$ cat config.mk
export PLATFORM = sky130hd
export DESIGN_NAME = error_serializer
export DESIGN_NICKNAME = d
export VERILOG_FILES = /design/src/rtl/error_serializer.sv
export SDC_FILE = /design/constraint.sdc
export NUM_CORES = 1
export LEC_CHECK = 0
export BUFFER_PORTS_ARGS = -buffer_cell sky130_fd_sc_hd__buf_2
export CAP_MARGIN = 20
export CORE_ASPECT_RATIO = 0.5
export CORE_MARGIN = 2
export CORE_UTILIZATION = 38
export DETAILED_ROUTE_END_ITERATION = 6
export GPL_TIMING_DRIVEN = 1
export HOLD_SLACK_MARGIN = 0.12
export PLACE_DENSITY = 0.59
export SYNTH_ARGS = -nofsm -noshare
export SYNTH_HDL_FRONTEND = slang
export SYNTH_SLANG_ARGS = --single-unit
$ cat constraint.sdc
create_clock -name DATA_CLK -period 2.2 [get_ports DATA_CLK]
set_input_delay 0.11 -clock DATA_CLK [delete_from_list [all_inputs] [get_ports DATA_CLK]]
set_output_delay 0.11 -clock DATA_CLK [all_outputs]
set_load 0.01 [all_outputs]
$ cat src/rtl/error_serializer.sv
// Serializes a snapshot of NUM_CHAINS error counters as framed bits: header, payload, even parity.
// The snapshot is taken on a synchronized SAVE_DATA rising edge and deferred while a frame is in flight.
module error_serializer #(
   parameter int unsigned           NUM_CHAINS  = 4,
   parameter int unsigned           CNT_WIDTH   = 16,
   parameter int unsigned           HDR_WIDTH   = 8,
   parameter logic [HDR_WIDTH-1:0]  HEADER      = HDR_WIDTH'(8'hA5),
   parameter bit                    MSB_FIRST   = 1'b0,
   parameter bit                    AUTO_REPEAT = 1'b0
) (
   input  logic                            DATA_CLK,
   input  logic                            RST,
   input  logic                            SAVE_DATA,
   input  logic                            START,
   input  logic [NUM_CHAINS*CNT_WIDTH-1:0] ERR_IN,
   output logic                            DATA_OUT,
   output logic                            FRAME_VALID,
   output logic                            BUSY,
   output logic                            DONE,
   output logic                            SNAP_OVR
);

   localparam int unsigned TOT = NUM_CHAINS * CNT_WIDTH;
   localparam int unsigned HCW = (HDR_WIDTH > 1) ? $clog2(HDR_WIDTH) : 1;
   localparam int unsigned DCW = (TOT > 1) ? $clog2(TOT) : 1;

   localparam logic [1:0] S_IDLE = 2'd0;
   localparam logic [1:0] S_HDR  = 2'd1;
   localparam logic [1:0] S_DATA = 2'd2;
   localparam logic [1:0] S_PAR  = 2'd3;

   logic [2:0]           sync_q;
   logic                 snap_req;
   logic [TOT-1:0]       snap_q, snap_d;
   logic                 pending_q, pending_d;
   logic                 ovr_q, ovr_d;
   logic [1:0]           state_q, state_d;
   logic [HCW-1:0]       hdr_cnt_q, hdr_cnt_d;
   logic [DCW-1:0]       dat_cnt_q, dat_cnt_d;
   logic [HDR_WIDTH-1:0] hdr_sh_q, hdr_sh_d;
   logic [TOT-1:0]       pay_q, pay_d, pay_load;
   logic                 par_q, par_d;
   logic                 dout_q, dout_d;
   logic                 fv_q, fv_d;
   logic                 done_q, done_d;
   logic                 idle;
   logic                 load, shift_out;

   assign snap_req = sync_q[1] & ~sync_q[2];
   assign idle     = (state_q == S_IDLE);

   always_comb begin
      snap_d    = snap_q;
      pending_d = pending_q;
      ovr_d     = ovr_q;
      if (snap_req && !idle) begin
         if (pending_q) ovr_d = 1'b1;
         else           pending_d = 1'b1;
      end
      if (idle && (snap_req || pending_q)) begin
         snap_d    = ERR_IN;
         pending_d = 1'b0;
      end
   end

   // Payload is reordered at load time so the shifter always emits bit 0 next.
   for (genvar c = 0; c < NUM_CHAINS; c++) begin : g_chain
      for (genvar b = 0; b < CNT_WIDTH; b++) begin : g_bit
         assign pay_load[c*CNT_WIDTH + b] = MSB_FIRST ? snap_d[c*CNT_WIDTH + CNT_WIDTH-1-b]
                                                      : snap_d[c*CNT_WIDTH + b];
      end
   end

   always_comb begin
      state_d   = state_q;
      hdr_cnt_d = hdr_cnt_q;
      dat_cnt_d = dat_cnt_q;
      hdr_sh_d  = hdr_sh_q;
      pay_d     = pay_q;
      par_d     = par_q;
      dout_d    = 1'b0;
      fv_d      = 1'b0;
      done_d    = 1'b0;
      load      = 1'b0;
      shift_out = 1'b0;
      case (state_q)
         S_IDLE: if (START) load = 1'b1;
         S_HDR: begin
            if (hdr_cnt_q == HCW'(HDR_WIDTH-1)) begin
               state_d   = S_DATA;
               dat_cnt_d = '0;
               shift_out = 1'b1;
            end else begin
               hdr_cnt_d = hdr_cnt_q + 1'b1;
               dout_d    = hdr_sh_q[HDR_WIDTH-1];
               hdr_sh_d  = hdr_sh_q << 1;
               fv_d      = 1'b1;
            end
         end
         S_DATA: begin
            if (dat_cnt_q == DCW'(TOT-1)) begin
               state_d = S_PAR;
               dout_d  = par_q;
               fv_d    = 1'b1;
            end else begin
               dat_cnt_d = dat_cnt_q + 1'b1;
               shift_out = 1'b1;
            end
         end
         default: begin
            done_d = 1'b1;
            if (AUTO_REPEAT && !pending_q && !snap_req) load = 1'b1;
            else                                         state_d = S_IDLE;
         end
      endcase
      if (shift_out) begin
         dout_d = pay_q[0];
         fv_d   = 1'b1;
         pay_d  = pay_q >> 1;
         par_d  = par_q ^ pay_q[0];
      end
      if (load) begin
         state_d   = S_HDR;
         hdr_cnt_d = '0;
         hdr_sh_d  = HEADER << 1;
         dout_d    = HEADER[HDR_WIDTH-1];
         fv_d      = 1'b1;
         pay_d     = pay_load;
         par_d     = 1'b0;
      end
   end

   always_ff @(posedge DATA_CLK) begin
      if (RST) begin
         sync_q    <= '0;
         snap_q    <= '0;
         pending_q <= 1'b0;
         ovr_q     <= 1'b0;
         state_q   <= S_IDLE;
         hdr_cnt_q <= '0;
         dat_cnt_q <= '0;
         hdr_sh_q  <= '0;
         pay_q     <= '0;
         par_q     <= 1'b0;
         dout_q    <= 1'b0;
         fv_q      <= 1'b0;
         done_q    <= 1'b0;
      end else begin
         sync_q    <= {sync_q[1:0], SAVE_DATA};
         snap_q    <= snap_d;
         pending_q <= pending_d;
         ovr_q     <= ovr_d;
         state_q   <= state_d;
         hdr_cnt_q <= hdr_cnt_d;
         dat_cnt_q <= dat_cnt_d;
         hdr_sh_q  <= hdr_sh_d;
         pay_q     <= pay_d;
         par_q     <= par_d;
         dout_q    <= dout_d;
         fv_q      <= fv_d;
         done_q    <= done_d;
      end
   end

   assign DATA_OUT    = dout_q;
   assign FRAME_VALID = fv_q;
   assign BUSY        = (state_q != S_IDLE);
   assign DONE        = done_q;
   assign SNAP_OVR    = ovr_q;

endmodule

Yosys cells after proc, flatten, opt, wreduce, memory -nomap -nowiden
Cells that the tools add are included.
{ "totals": {"ff_bits": 155, "output_inout_bits": 5} }
{ "op_classes": {"n_addsub": 2, "eq_ne": 11, "muxes": 29, "bitwise": 5, "reduce_logical": 18} }
{ "op_table": {"columns": ["operator", "count"], "rows": [
  ["$mux 64", 3],
  ["$mux 7", 3],
  ["$mux 1", 14],
  ["$mux 6", 2],
  ["$pmux 6 s2", 1],
  ["$reduce_and 3->1", 3],
  ["$ne 2x2->1 const B", 4],
  ["$reduce_bool 2->1", 4],
  ["$add 6x1->6 const B", 1],
  ["$eq 6x6->1 const B", 1],
  ["$ne 3x3->1 const B", 2],
  ["$pmux 1 s2", 3],
  ["$pmux 2 s3", 1],
  ["$reduce_and 2->1", 3],
  ["$mux 2", 2],
  ["$reduce_or 2->1", 2],
  ["$add 3x1->3 const B", 1],
  ["$eq 3x3->1 const B", 1],
  ["$not 1->1", 3],
  ["$reduce_or 3->1", 1],
  ["$eq 2x1->1 const B", 1],
  ["$eq 2x2->1 const B", 1],
  ["$logic_and 1x1->1", 2],
  ["$logic_not 2->1", 1],
  ["other kinds (5)", 5]
]} }

Longest topological paths before layout
{ "logic_depth": {"depth_word": 6, "ltp_mapped": 8} }

Least setup slack after synthesis
OpenSTA, ideal clock, no wires.
{ "synth_timing": {"path_type": "flip-flop to flip-flop", "from": "register hdr_cnt_q[0]", "to": "register pay_q[46]", "t_arrival_ns": 1.973, "path_slack_ns": 0.142, "path_stages_with_launch": 8, "period_less_slack_ns": 2.058, "cell_sequence": "dfxtp_1 > ha_1 > ha_1 > and2_1 > o311ai_4 > buf_12 > mux2_2 > a211oi_1"} }
{ "synth_between": {"elab_chain_cells": 4} }
{ "synth_rtl": {"columns": ["item", "line", "text"], "rows": [
  ["from (decl)", "38", "logic [HCW-1:0] hdr_cnt_q, hdr_cnt_d;"],
  ["from (signal assigned)", "154", "hdr_cnt_q <= hdr_cnt_d;"],
  ["$eq 3x3->1", "89", "if (hdr_cnt_q == HCW'(HDR_WIDTH-1)) begin"],
  ["$mux 1", "89", null],
  ["$pmux 1 s2", "86", "case (state_q)"],
  ["$reduce_bool 2->1 (no source line)", null, null],
  ["to (signal assigned)", "157", "pay_q <= pay_d;"],
  ["to (decl)", "41", "logic [TOT-1:0] pay_q, pay_d, pay_load;"]
]} }
Every way passes these cells.
A chain may end at the register's enable or synchronous reset.

Worst setup path after layout
{ "layout_timing": {"from": "register hdr_cnt_q[0]", "to": "register pay_q[6]"} }
The elaborated chain is that of the path after synthesis.

==> metrics.yaml <==
timing:
  fin_worst_skew_ps: 9.28
  min_period_ps: 2100
  finalSetupViolCount: 0
  clock.fmax_mhz: 477
  fin_crit_sh_pct: 95.3
  worstMarginPinSlew_ps: 498
  slew_violations: 0
  hold_viol_final: 0
  max-slew-margin-rel_pct: 66.6
  rsz0062_at_grt: "no"
  finalSetupTns_ps: 0
setup_path:
  r2r_slack_ps: 100
  start_kind: "flip-flop"
  cp_max_fo: 10
  crit_path_end: "pay_q[6]$_SDFFE_PP0P_"
  critPathSlowestCell: "o311ai_4"
  regToRegStartpoint: "hdr_cnt_q[0]$_SDFFE_PP0P_"
  critical_path.max_stage_delay_ps: 330
  reg2regPathDepth: 8
  crit-reg2reg-capture: "pay_q[6]$_SDFFE_PP0P_"
  cp_cell_sequence: "ha_1 -> ha_2 -> and2_4 -> o311ai_4 -> buf_12 -> buf_16 -> mux2i_2 -> o22ai_1"
  critPathArrivalTime_ps: 2370
  worstSetupPathType: "flip-flop to flip-flop"
  required_ps: 2470
  worstSetupStartpoint: "hdr_cnt_q[0]$_SDFFE_PP0P_"
  crit_path_end_kind: "flip-flop"
finish:
  diodes: 0
  fill_cells: 1398
  syn_to_final_growth_pct: 32.9
  final_cell_area_mm2: 0.00797
  drive_above_1_share_pct: 20.2
  fin_nets: 776
synthesis:
  ys_seq_area_share_pct: 51.8
  syn_inst: 565
  avgSynthCellArea_um2: 10.6
  mappedNetlistArea_mm2: 0.00600
  yosys-top-cells-area: "dfxtp_1, mux2i_1, o22ai_1"
  ys_types: 35
  yosysWarnings: 0
  synth-edff-count: 0
  yosysTopAreaCell: "dfxtp_1"
  ys.flop_type: "dfxtp_1"
  synth_fp_nets: 641
  ys_seq_elements: 155
  synth_top_cell_area_share_pct: 51.8
  async_flop_share_pct: 0
detailed_routing:
  drc_errors: 0
  vias: 4422
  via_per_inst: 4.82
  first_pass_iters: 4
  totalWireLength_um: 12700
  drt_iter0_drc: 198
  avgRoutedWirePerCell_um: 13.8
  antenna_left: 0
pwr:
  switching_share_pct: 26.8
  powerDensity_mw_per_mm2: 941
  p_sw_mw: 2.01
  clkPwrFrac_pct: 39.7
  p_comb_share_pct: 18.4
  ir_drop_mv: 0.481
  seqPwrFrac_pct: 41.9
  p_int_mw: 5.49
  leakagePower_nw: 3.86
clock_tree:
  cts_tree: "built"
  clk_latency_ps: 410
  clock_sinks: 155
  clock-root-buffer: "clkbuf_16"
  clkSlewWorstSetupHoldPaths_ps: 60
  ctsHtreeMaxLevel: 4
  cts_buffer_depth: 2
  numCtsBuffers: 17
floorplanning:
  start_util_pct: 38.9
  fp.coreArea_mm2: 0.0154
  die_w_um: 182
  die_y_um: 92.8
  io_pins: 73
  rows: 32
  die-area_mm2: 0.0169
grt:
  antenna_found_initial: 0
  first_global_vias: 4333
  overflow: 0
  grt_max_degree: 60
  grt_usage_pct: 15.1
  grt_pass1_wl_um: 20400
placement:
  post_dp_cell_area_mm2: 0.00655
  io_buffers: 72
  dp_hpwl_um: 7860
  gp_congestion: 0.744
hold_path:
  hold_path.class: "input port to flip-flop"
flow_run:
  cap_violations: 0
run_status:
  status: "complete, no violations"
-- Yosys cell counts, types with 6 or more instances --
cell type    n
dfxtp_1    155
nand2_1     21
o22ai_1     58
mux2i_1    124
mux2_2       6
a21oi_1     13
nor2_1      80
nor2b_1      7
buf_12       7
buf_2        9
clkbuf_1    24
ha_1         8
-- sequential cells by signal (all words and copies together), names as in the netlist --
signal       cells
dat_cnt_q        6
SNAP_OVR         1
hdr_sh_q         7
state_q          2
pending_q        1
snap_q          64
DATA_OUT         1
sync_q           3
hdr_cnt_q        3
DONE             1
FRAME_VALID      1
pay_q           64
par_q            1
-- layout by cell type, fill, tap and decap left out, types with 3 or more instances in the layout --
cell	netlist	routed
clkinv_4	0	3
or3_1	3	3
mux2_2	6	6
buf_12	7	5
nor2b_1	7	7
bufinv_16	0	3
o22ai_1	58	58
clkinvlp_4	0	3
nor3_1	3	3
nand2_1	21	21
inv_1	5	5
a21oi_1	13	13
nor2_1	80	80
nand3_1	4	4
buf_4	0	9
clkbuf_16	0	21
dfxtp_1	155	154
a31oi_1	3	3
buf_2	9	72
ha_1	8	7
o21ai_0	5	4
dlygate4sd3_1	0	66
mux2i_2	0	3
mux2i_1	124	121
a211oi_1	5	3
-- power by group through the flow --
stage,logic [mW],clock network [mW],registers [mW]
floorplan,0.913,0,3.18
global placement,1.24,0,3.20
detailed placement,1.26,0,3.20
CTS,1.36,3.05,3.14
global route,1.52,3.16,3.17
finish,1.38,2.98,3.14
-- logic make-up (layout without fill, tap and decap cells) --
family          Yosys count  in the layout  synth area share [%]
compound gates           96             96                  10.4
flops                   155            155                  51.8
mux                     130            130                  21.8
buf+inv                  47            195                  5.03
simple gates            127            127                  8.99
xor+xnor                  2              2                 0.292
fa+ha+maj                 8              8                  1.67
-- repair_timing --
| item | in CTS | in global routing |
|---|---|---|
| endpoints found under the hold margin | 131 | 0 |
| buffers inserted | 1 | 0 |
| cloned | 0 | 4 |
| resized for setup | 0 | 12 |
| pin swaps | 0 | 1 |
| endpoints found under the setup margin | 1 | 56 |
| hold buffers | 66 | 0 |
-- layout make-up --
class | instances | area, um^2 | area share [%]
Clock buffer | 19 | 443 | 5.56
Inverter | 5 | 18.8 | 0.236
Timing Repair Buffer | 158 | 1340 | 16.9
Tap cell | 204 | 255 | 3.20
Sequential cell | 155 | 3100 | 39.0
Multi-Input combinational cell | 363 | 2640 | 33.1
Clock inverter | 13 | 166 | 2.09
-- worst min path at each step --
stage	cells past startpoint	to	startpoint
floorplan	1	sync_q[0]$_SDFF_PP0_	SAVE_DATA
global placement	2	sync_q[0]$_SDFF_PP0_	SAVE_DATA
detailed placement	2	sync_q[0]$_SDFF_PP0_	SAVE_DATA
CTS	3	hdr_sh_q[3]$_SDFFE_PP0P_	START
global route	3	hdr_sh_q[6]$_SDFFE_PP0P_	START
finish	3	hdr_sh_q[3]$_SDFFE_PP0P_	START
-- per-layer routing --
metal	wire, um	global-route usage, %	vias to the layer above
li1	-	-	2272
met1	6300	19.3	2094
met2	5890	25.1	45
met3	344	3.26	11
met4	114	5.69	0
met5	0	0	-
-- metrics by stage --
| stage | worst slack, ps | power (mW) | hold WS (ps) | utilization, % | cells |
|---|---|---|---|---|---|
| 3_3_place_gp | 103 | 4.44 | 347 | 42.5 | 814 |
| 2_1_floorplan | 142 | 4.09 | 238 | - | 565 |
| 6_report | 104 | 7.50 | 131 | 51.7 | 917 |
| 4_1_cts | 25.1 | 7.55 | 120 | 50.7 | 913 |
| 3_5_place_dp | 40.3 | 4.46 | 345 | 42.5 | 814 |
| 5_1_grt | 26.7 | 7.85 | 155 | 51.7 | 917 |
-- critical path: cells and delay by family (launching register included) --
kind / cells / cell delay (ps)
AO/OA/AOI/OAI: 2 / 440
adder cells (fa/ha/maj): 2 / 400
buffers and inverters: 2 / 380
flip-flops: 1 / 320
multiplexers: 1 / 230
AND/OR/NAND/NOR: 1 / 180
No activity file was read; power rests on OpenSTA's default activity.
